### src/rtl/ins_loader.sv
// ins_loader: receives a little-endian byte stream and writes it as 32-bit
// words into instruction memory, holding the CPU program counter off while a
// load is in progress.
//
// Ports:
//   clk, rst          clock, synchronous active-high reset
//   load_start        one-cycle request to start a load (honoured in IDLE only)
//   load_len          word count, sampled with load_start
//   in_valid, in_data byte stream input, LSB of each word first
//   in_ready          byte accepted when in_valid && in_ready
//   wr_en/addr/data   instruction-memory write port
//   pc_write          CPU run enable (high in IDLE once a load has completed)
//   busy, done        load in progress / one-cycle completion pulse
//   checksum          mod-256 sum of bytes accepted in current or last load
module ins_loader #(
    parameter logic [31:0] BASE_ADDR = 32'h0000_0000,
    parameter int unsigned LEN_W     = 16
) (
    input  logic             clk,
    input  logic             rst,
    input  logic             load_start,
    input  logic [LEN_W-1:0] load_len,
    input  logic             in_valid,
    input  logic [7:0]       in_data,
    output logic             in_ready,
    output logic             wr_en,
    output logic [31:0]      wr_addr,
    output logic [31:0]      wr_data,
    output logic             pc_write,
    output logic             busy,
    output logic             done,
    output logic [7:0]       checksum
);

    typedef enum logic [1:0] {
        IDLE  = 2'd0,
        RECV  = 2'd1,
        WRITE = 2'd2,
        DONE  = 2'd3
    } state_t;

    state_t           state_q, state_d;
    logic [LEN_W-1:0] len_q, len_d;
    logic [LEN_W-1:0] word_idx_q, word_idx_d;
    logic [1:0]       byte_idx_q, byte_idx_d;
    logic [31:0]      asm_q, asm_d;
    logic             loaded_q, loaded_d;

    logic             in_ready_d, wr_en_d, pc_write_d, busy_d, done_d;
    logic [31:0]      wr_addr_d, wr_data_d;
    logic [7:0]       checksum_d;

    // Next-state and next-output logic; outputs are registered from the
    // next state so they line up exactly with the state they describe.
    always_comb begin
        state_d    = state_q;
        len_d      = len_q;
        word_idx_d = word_idx_q;
        byte_idx_d = byte_idx_q;
        asm_d      = asm_q;
        loaded_d   = loaded_q;
        wr_addr_d  = wr_addr;
        wr_data_d  = wr_data;
        checksum_d = checksum;

        case (state_q)
            IDLE: begin
                if (load_start) begin
                    len_d      = load_len;
                    word_idx_d = '0;
                    byte_idx_d = '0;
                    asm_d      = '0;
                    checksum_d = '0;
                    state_d    = (load_len == '0) ? DONE : RECV;
                end
            end
            RECV: begin
                if (in_valid) begin
                    asm_d[{byte_idx_q, 3'b000} +: 8] = in_data;
                    checksum_d = checksum + in_data;
                    byte_idx_d = byte_idx_q + 2'd1;
                    if (byte_idx_q == 2'd3) begin
                        state_d   = WRITE;
                        wr_data_d = asm_d;
                        // Byte address wraps naturally at 32 bits.
                        wr_addr_d = BASE_ADDR + (32'(word_idx_q) << 2);
                    end
                end
            end
            WRITE: begin
                word_idx_d = word_idx_q + LEN_W'(1);
                state_d    = (word_idx_d == len_q) ? DONE : RECV;
            end
            DONE: begin
                state_d = IDLE;
            end
            default: begin
                state_d = IDLE;
            end
        endcase

        if (state_d == DONE) begin
            loaded_d = 1'b1;
        end

        in_ready_d = (state_d == RECV);
        wr_en_d    = (state_d == WRITE);
        done_d     = (state_d == DONE);
        busy_d     = (state_d != IDLE);
        pc_write_d = (state_d == IDLE) && loaded_d;
    end

    // State and output registers.
    always_ff @(posedge clk) begin
        if (rst) begin
            state_q    <= IDLE;
            len_q      <= '0;
            word_idx_q <= '0;
            byte_idx_q <= '0;
            asm_q      <= '0;
            loaded_q   <= 1'b0;
            in_ready   <= 1'b0;
            wr_en      <= 1'b0;
            wr_addr    <= '0;
            wr_data    <= '0;
            pc_write   <= 1'b0;
            busy       <= 1'b0;
            done       <= 1'b0;
            checksum   <= '0;
        end else begin
            state_q    <= state_d;
            len_q      <= len_d;
            word_idx_q <= word_idx_d;
            byte_idx_q <= byte_idx_d;
            asm_q      <= asm_d;
            loaded_q   <= loaded_d;
            in_ready   <= in_ready_d;
            wr_en      <= wr_en_d;
            wr_addr    <= wr_addr_d;
            wr_data    <= wr_data_d;
            pc_write   <= pc_write_d;
            busy       <= busy_d;
            done       <= done_d;
            checksum   <= checksum_d;
        end
    end

endmodule

### config.mk
export PLATFORM = sky130hd
export DESIGN_NAME = ins_loader
export DESIGN_NICKNAME = d
export VERILOG_FILES = /design/src/rtl/ins_loader.sv
export SDC_FILE = /design/constraint.sdc
export NUM_CORES = 1
export LEC_CHECK = 0
export CORE_MARGIN = 8
export CORE_UTILIZATION = 41
export CTS_CLUSTER_DIAMETER = 40
export DETAILED_ROUTE_END_ITERATION = 8
export PLACE_DENSITY_LB_ADDON = 0.3
export SLEW_MARGIN = 0
export SYNTH_ARGS = -nofsm -noshare
export SYNTH_HDL_FRONTEND = slang
export SYNTH_SLANG_ARGS = --single-unit
export TNS_END_PERCENT = 30
### constraint.sdc
create_clock -name clk -period 2.7 [get_ports clk]
set_input_delay 0.27 -clock clk [delete_from_list [all_inputs] [get_ports clk]]
set_output_delay 0.27 -clock clk [all_outputs]
set_load 0.005 [all_outputs]
# == After elaboration in Yosys (flattened, before gate mapping) ==
# Index checks and enable logic that the tools add are counted.
# word_totals
reg_bits,130
input_bits,28
out_inout_bits,77
elab_cells,60
# op_classes
addsub,4
eq_ne,10
shift,2
n_mux,19
reduce_logical,11
# ops
op,count
$mux W32,2
$pmux W32 S2,1
$bwmux W32,1
$pmux W16 S2,1
$shift A8 B7 Y32 const A,1
$shiftx A8 B7 Y32,1
$add A16 B1 Y16 const B,1
$eq A16 B16 Y1,1
$logic_not A16 Y1,1
$mux W16,1
$mux W8,2
$pmux W8 S2,1
$mux W2,7
$eq A2 B2 Y1 const B,5
$add A8 B8 Y8,1
$pmux W2 S4,1
$neg A5 Y7,1
$reduce_and A3 Y1,2
$reduce_bool A2 Y1,3
$eq A2 B1 Y1 const B,2
$logic_not A2 Y1,2
$ne A2 B2 Y1 const B,2
$pmux W2 S2,1
$reduce_and A2 Y1,2
other kinds (3),3

# == Longest topological paths before layout ==
# Gate-level depths: netlist of run 1.
# depth
ltp_word,7
ltp_mapped,9
mapped_depth_nobuf,8

# == Least setup slack after synthesis of run 1 ==
# OpenSTA, ideal clock, no wires.
# synth_timing
path_type,register -> register
from,register word_idx_q[1]
to,register in_ready
setup_ps,115
arrival_ps,2073
required_time_ps,2585
setup_slack_ps,512
stages_incl_launch_ff,8
path_buffers,0
synth_period_minus_slack_ps,2188
cell_sequence,dfxtp_1 ha_1 nand3_1 or4_1 a211o_1 o211ai_1 nand4_2 and3_1
# synth_between
elab_chain_len,5
# synth_lines
element,line,source
"start, declared",44,"logic [LEN_W-1:0] word_idx_q, word_idx_d;"
"start signal, assigned",133,word_idx_q <= word_idx_d;
$add A16 B1 Y16,91,word_idx_d = word_idx_q + LEN_W'(1);
$eq A16 B16 Y1,92,state_d = (word_idx_d == len_q) ? DONE : RECV;
$mux W2,92,
$pmux W2 S4,66,case (state_q)
$eq A2 B1 Y1,106,in_ready_d = (state_d == RECV);
"end signal, assigned",137,in_ready <= in_ready_d;
"end, declared",25,"output logic in_ready,"
# No other way between the ends.
# A chain may end at the register's enable or synchronous reset.

# == Final worst setup path of run 1 ==
# layout_timing
from,register word_idx_q[0]
to,register in_ready
# Same word-level chain as after synthesis.

==> results.json, run 1 <==
{
  "outcome": "completed",
  "r2r_start": "word_idx_q[0]",
  "crit_path_end_kind": "flip-flop",
  "grt_usage": 0.168,
  "timing.final.ws_setup_ns": 0.223,
  "synth_top_cell_area_share": 0.425,
  "fin_tns_setup_ns": 0,
  "netlist_instances": 790,
  "nNetsFinal": 910,
  "viasPerCell": 5.27,
  "die_w_um": 138,
  "mostFrequentLayoutCells": "dfxtp_1, nor2_1, nand2_1",
  "crit_fanout": 9,
  "final_common_cell": "dfxtp_1",
  "synth-compound-area-share": 0.172,
  "slew_viol_final": 0,
  "cts_resized": 0,
  "synth_area_sq_um": 6130,
  "gp_congestion": 0.881,
  "synth-seq-cells": 130,
  "relSlewSlack": 0.585,
  "hp-class": "primary input to flip-flop",
  "hold_start": "rst",
  "reg2reg_slack_ns": 0.22,
  "fin_util": 0.532,
  "muxShareOfSynthArea": 0,
  "drt_iter0_drc": 418,
  "cts_buffers": 17,
  "clock_sinks": 130,
  "fin_cells": 1063,
  "syn_to_final_growth_pct": 26.6,
  "hold_buffers": 0,
  "power_mw": 4.65,
  "grt_pass1_vias": 5327,
  "period_minus_slack_ns": 2.48,
  "antenna_found_initial": 0,
  "vdd_ir_drop_max_mv": 0.416,
  "clockBufferDepth": 2,
  "path_clk_slew_ns": 0.05,
  "dp_hpwl_um": 11400,
  "port-buffer-count": 88,
  "min_to": "checksum[5]",
  "drt_wl_total_um": 16200,
  "grt.overflow.total": 0,
  "reg2reg_to": "in_ready",
  "cp-start-kind": "flip-flop",
  "fin_hold_ws_ns": 0.347,
  "place_ws_ns": 0.255,
  "worstMarginPinSlew_ns": 0.623,
  "power.leakage_nw": 2.87,
  "period_share": 0.917,
  "postSynthAreaPerCell_sq_um": 7.76,
  "path_cells": "ha_1 -> nand3_1 -> or4_1 -> a211o_1 -> o211ai_1 -> nand4_2 -> and3_1",
  "synth_top_family_by_area": "simple AND/OR/NAND/NOR gates",
  "synth_top_cells_by_area": "dfxtp_1, nor2_1, nand2_1",
  "synth-simple-area-share": 0.256,
  "synth_area_leader_cell": "dfxtp_1",
  "path_delay_family": "simple AND/OR/NAND/NOR gates",
  "synthXorXnorAreaFrac": 0.0372,
  "placed_area_sq_um": 7160,
  "core_region_area_sq_um": 14600,
  "seq_area_frac_synth": 0.425,
  "synth_fa_ha_area_frac": 0.0318,
  "grt_pass1_wl_um": 26900,
  "rows": 44,
  "cts_max_level": 4,
  "rsz0062_at_grt": "false",
  "critical_path_class": "flip-flop to flip-flop",
  "diodes": 0,
  "ys_types": 57,
  "worst_ep_arrival_time_ns": 2.79,
  "cts-root-buf": "clkbuf_16",
  "hold-path-cell-count": 2,
  "dp.cells": 1032,
  "hold_viol": 0,
  "die_h_um": 138,
  "cap_violations": 0,
  "powerDensity_nw_per_um2": 599,
  "drc": 0,
  "async_flop_share": 0,
  "cts_tree": "done",
  "grt_max_degree": 60,
  "ys.flop_type": "dfxtp_1",
  "postRouteAntennaNets": 0,
  "finClkSkew_ns": 0.0109,
  "drive_gt1_frac": 0.0762,
  "stdcell_area_sq_um": 7760,
  "reg2reg_depth": 7,
  "wl_per_cell_um": 15.3,
  "setup_viol": 0,
  "initial_utilization": 0.420,
  "timing.fmax_mhz": 404,
  "yosysWarnings": 0,
  "critPathRequiredTime_ns": 3.01,
  "cp_num_buf_inv": 0,
  "die_area_sq_um": 19100,
  "crit_start": "word_idx_q[0]",
  "io_pins": 105,
  "via_count": 5598,
  "critPathMaxStageDelay_ns": 0.51,
  "synth_edf_count": 0,
  "cts_setup_buffers": 0,
  "crit_cells": 7,
  "cpMaxStageDelayCell": "or4_1",
  "clk-insertion-delay-late_ns": 0.42,
  "n_fill_cell": 1384,
  "firstDrtPassIters": 6
}
-- final cells by class --
| type | instances | area, sq um | area share |
|---|---|---|---|
| clock buffer | 22 | 474 | 0.0611 |
| inverter | 31 | 116 | 0.0150 |
| sequential | 130 | 2600 | 0.335 |
| tap | 184 | 230 | 0.0297 |
| clock inverter | 9 | 130 | 0.0168 |
| timing repair buffer | 115 | 1090 | 0.141 |
| multi-input combinational | 572 | 3110 | 0.401 |
-- report_power, final --
group | switching (mW) | total (mW) | internal, mW
registers | 0.0241 | 1.97 | 1.95
logic | 0.207 | 0.345 | 0.138
clock network | 0.818 | 2.33 | 1.52
total | 1.05 | 4.65 | 3.60
-- cells by family (layout without fill, tap and decap cells) --
kind of cell    after synthesis  after routing
compound gates              171            171
xor+xnor                     26             26
fa+ha+maj                    15             15
flops                       130            130
simple gates                344            344
buf+inv                     103            177
other cells                   1             16
-- worst register-to-register path: cells and delay by family, from the launching register on --
| family | cells | cell delay [ns] |
|---|---|---|
| flops | 1 | 0.50 |
| simple gates | 4 | 1.15 |
| fa+ha+maj | 1 | 0.32 |
| compound gates | 2 | 0.40 |
-- metal layers --
metal	GRT usage	vias up	share of wire
li1	-	2826	-
met1	0.212	2590	0.46
met2	0.265	155	0.46
met3	0.0503	27	0.059
met4	0.0572	0	0.018
met5	0	-	0
-- cell usage after synthesis (4+ instances only) --
| cell | number |
|---|---|
| a21oi_1 | 60 |
| a22o_1 | 7 |
| a22oi_1 | 38 |
| a31oi_1 | 4 |
| and3_1 | 7 |
| buf_1 | 4 |
| buf_4 | 20 |
| clkbuf_1 | 44 |
| dfxtp_1 | 130 |
| ha_1 | 14 |
| inv_1 | 30 |
| nand2_1 | 117 |
| nand3_1 | 12 |
| nand4_1 | 5 |
| nor2_1 | 121 |
| nor3_1 | 37 |
| nor4_1 | 10 |
| o21ai_0 | 40 |
| xnor2_1 | 16 |
| xor2_1 | 10 |
-- registers in the layout (all words and copies together) (netlist names), 2 cells and up --
signal	count
len_q	16
word_idx_q	16
wr_data	32
byte_idx_q	2
wr_addr	16
state_q	2
checksum	8
asm_q	32
-- worst max-delay path by stage --
stage / to
final: in_ready
after global routing: in_ready
after CTS: in_ready
after detailed placement: in_ready
after global placement: in_ready
after floorplan: in_ready
No activity file was read; power rests on OpenSTA's default activity.
==> run 2: changes to the inputs <==
Settings changed: CORE_UTILIZATION 41 to 50, CTS_CLUSTER_DIAMETER 40 to 30.
==> results.json, run 2 (synthesis gave the netlist of run 1 again) <==
{
  "crit_fanout": 9,
  "clk-insertion-delay-late_ns": 0.42,
  "drt_wl_total_um": 17400,
  "p_sw_mw": 1.11,
  "grt_usage": 0.217,
  "n_fill_cell": 1044,
  "finClkSkew_ns": 0.00748,
  "critPathRequiredTime_ns": 3.01,
  "power_mw": 4.76,
  "power.leakage_nw": 2.90,
  "mostFrequentLayoutCells": "dfxtp_1, nor2_1, nand2_1",
  "grt_pass1_vias": 5604,
  "rsz0062_at_grt": "false",
  "viasPerCell": 5.65,
  "cts_buffers": 17,
  "clock_sinks": 130,
  "pwr-share-seq": 0.414,
  "antenna_found_initial": 0,
  "cts_setup_buffers": 0,
  "dp_hpwl_um": 12100,
  "p_int_mw": 3.65,
  "grt_max_degree": 69,
  "hold_buffers": 0,
  "syn_to_final_growth_pct": 26.6,
  "slew_viol_final": 0,
  "nNetsFinal": 913,
  "firstDrtPassIters": 5,
  "reg_top3": "asm_q (32), wr_data (32)",
  "die_h_um": 127,
  "clockBufferDepth": 2,
  "cts_tree": "done",
  "timing.fmax_mhz": 400,
  "clkPwrFrac": 0.512,
  "powerDensity_nw_per_um2": 613,
  "diodes": 0,
  "hp-class": "primary input to flip-flop",
  "p_comb_frac": 0.073,
  "drive_gt1_frac": 0.0815,
  "die_area_sq_um": 16100,
  "port-buffer-count": 88,
  "outcome": "completed",
  "grt_pass1_wl_um": 28600,
  "hold_viol": 0,
  "grt.overflow.total": 0,
  "via_count": 5819,
  "crit_path_end_kind": "flip-flop",
  "worst_ep_arrival_time_ns": 2.81,
  "drt_iter0_drc": 519,
  "cts-root-buf": "clkbuf_16",
  "vdd_ir_drop_max_mv": 0.427,
  "relSlewSlack": 0.525,
  "period_minus_slack_ns": 2.50,
  "die_w_um": 127,
  "fin_tns_setup_ns": 0,
  "critical_path_class": "flip-flop to flip-flop",
  "io_pins": 105,
  "gp_congestion": 0.874,
  "period_share": 0.927,
  "drc": 0,
  "swShare": 0.233,
  "postRouteAntennaNets": 0,
  "path_clk_slew_ns": 0.06,
  "final_common_cell": "dfxtp_1",
  "cts_resized": 0,
  "wl_per_cell_um": 16.9,
  "rows": 40,
  "initial_utilization": 0.510,
  "setup_viol": 0,
  "cap_violations": 0,
  "worstMarginPinSlew_ns": 0.712,
  "core_region_area_sq_um": 12000,
  "cp-start-kind": "flip-flop",
  "cts_max_level": 4
}
==> run 2: area by class of cell <==
type | instances | area, sq um | area share
Multi-Input combinational cell | 572 | 3110 | 0.401
Tap cell | 147 | 184 | 0.0237
Clock inverter | 13 | 183 | 0.0235
Sequential cell | 130 | 2600 | 0.335
Timing Repair Buffer | 118 | 1120 | 0.144
Inverter | 31 | 116 | 0.0150
Clock buffer | 19 | 443 | 0.0571
==> run 2: routing by layer <==
layer | track usage | vias up | routed length [um]
met5 | 0 | - | 0
met1 | 0.279 | 2765 | 7810
li1 | - | 2816 | -
met4 | 0.0784 | 0 | 312
met3 | 0.0616 | 29 | 1300
met2 | 0.342 | 209 | 8000
==> run 2: path summary, 6_finish.rpt <==
kind / cells past startpoint / start / slack [ns] / to
setup reg to reg: 7 / word_idx_q[0] / 0.20 / in_ready
setup / recovery: 7 / word_idx_q[0] / 0.20 / in_ready
hold reg to reg: 2 / wr_addr[2] / 0.46 / wr_addr[2]
hold / removal: 2 / rst / 0.37 / word_idx_q[15]
==> run 2: power groups by stage <==
stage                     Combinational [mW]  Clock [mW]  Sequential, mW
after global routing                   0.379        2.53            1.97
after floorplan                        0.217           0            2.01
after global placement                 0.330           0            2.01
final                                  0.349        2.44            1.97
after CTS                              0.343        2.45            1.97
after detailed placement               0.338           0            2.01
==> run 2: stage by stage <==
step | area, sq um | hold slack [ns] | std cells | worst slack [ns] | util
6_report | 7760 | 0.374 | 1030 | 0.198 | 0.646
5_1_grt | 7760 | 0.402 | 1030 | 0.0340 | 0.646
4_1_cts | 7760 | 0.377 | 1030 | 0.163 | 0.646
3_5_place_dp | 7130 | 0.452 | 998 | 0.162 | 0.594
3_3_place_gp | 7130 | 0.445 | 998 | 0.241 | 0.594
2_1_floorplan | 6180 | 0.406 | 805 | 0.512 | -
==> run 2: critical path, stage by stage, from the launching register on <==
cell      delay, ns
dfxtp_1        0.50
ha_2           0.30
nand3_1        0.21
or4_1          0.53
a211o_1        0.30
o211ai_1       0.11
nand4_2        0.20
and3_1         0.24
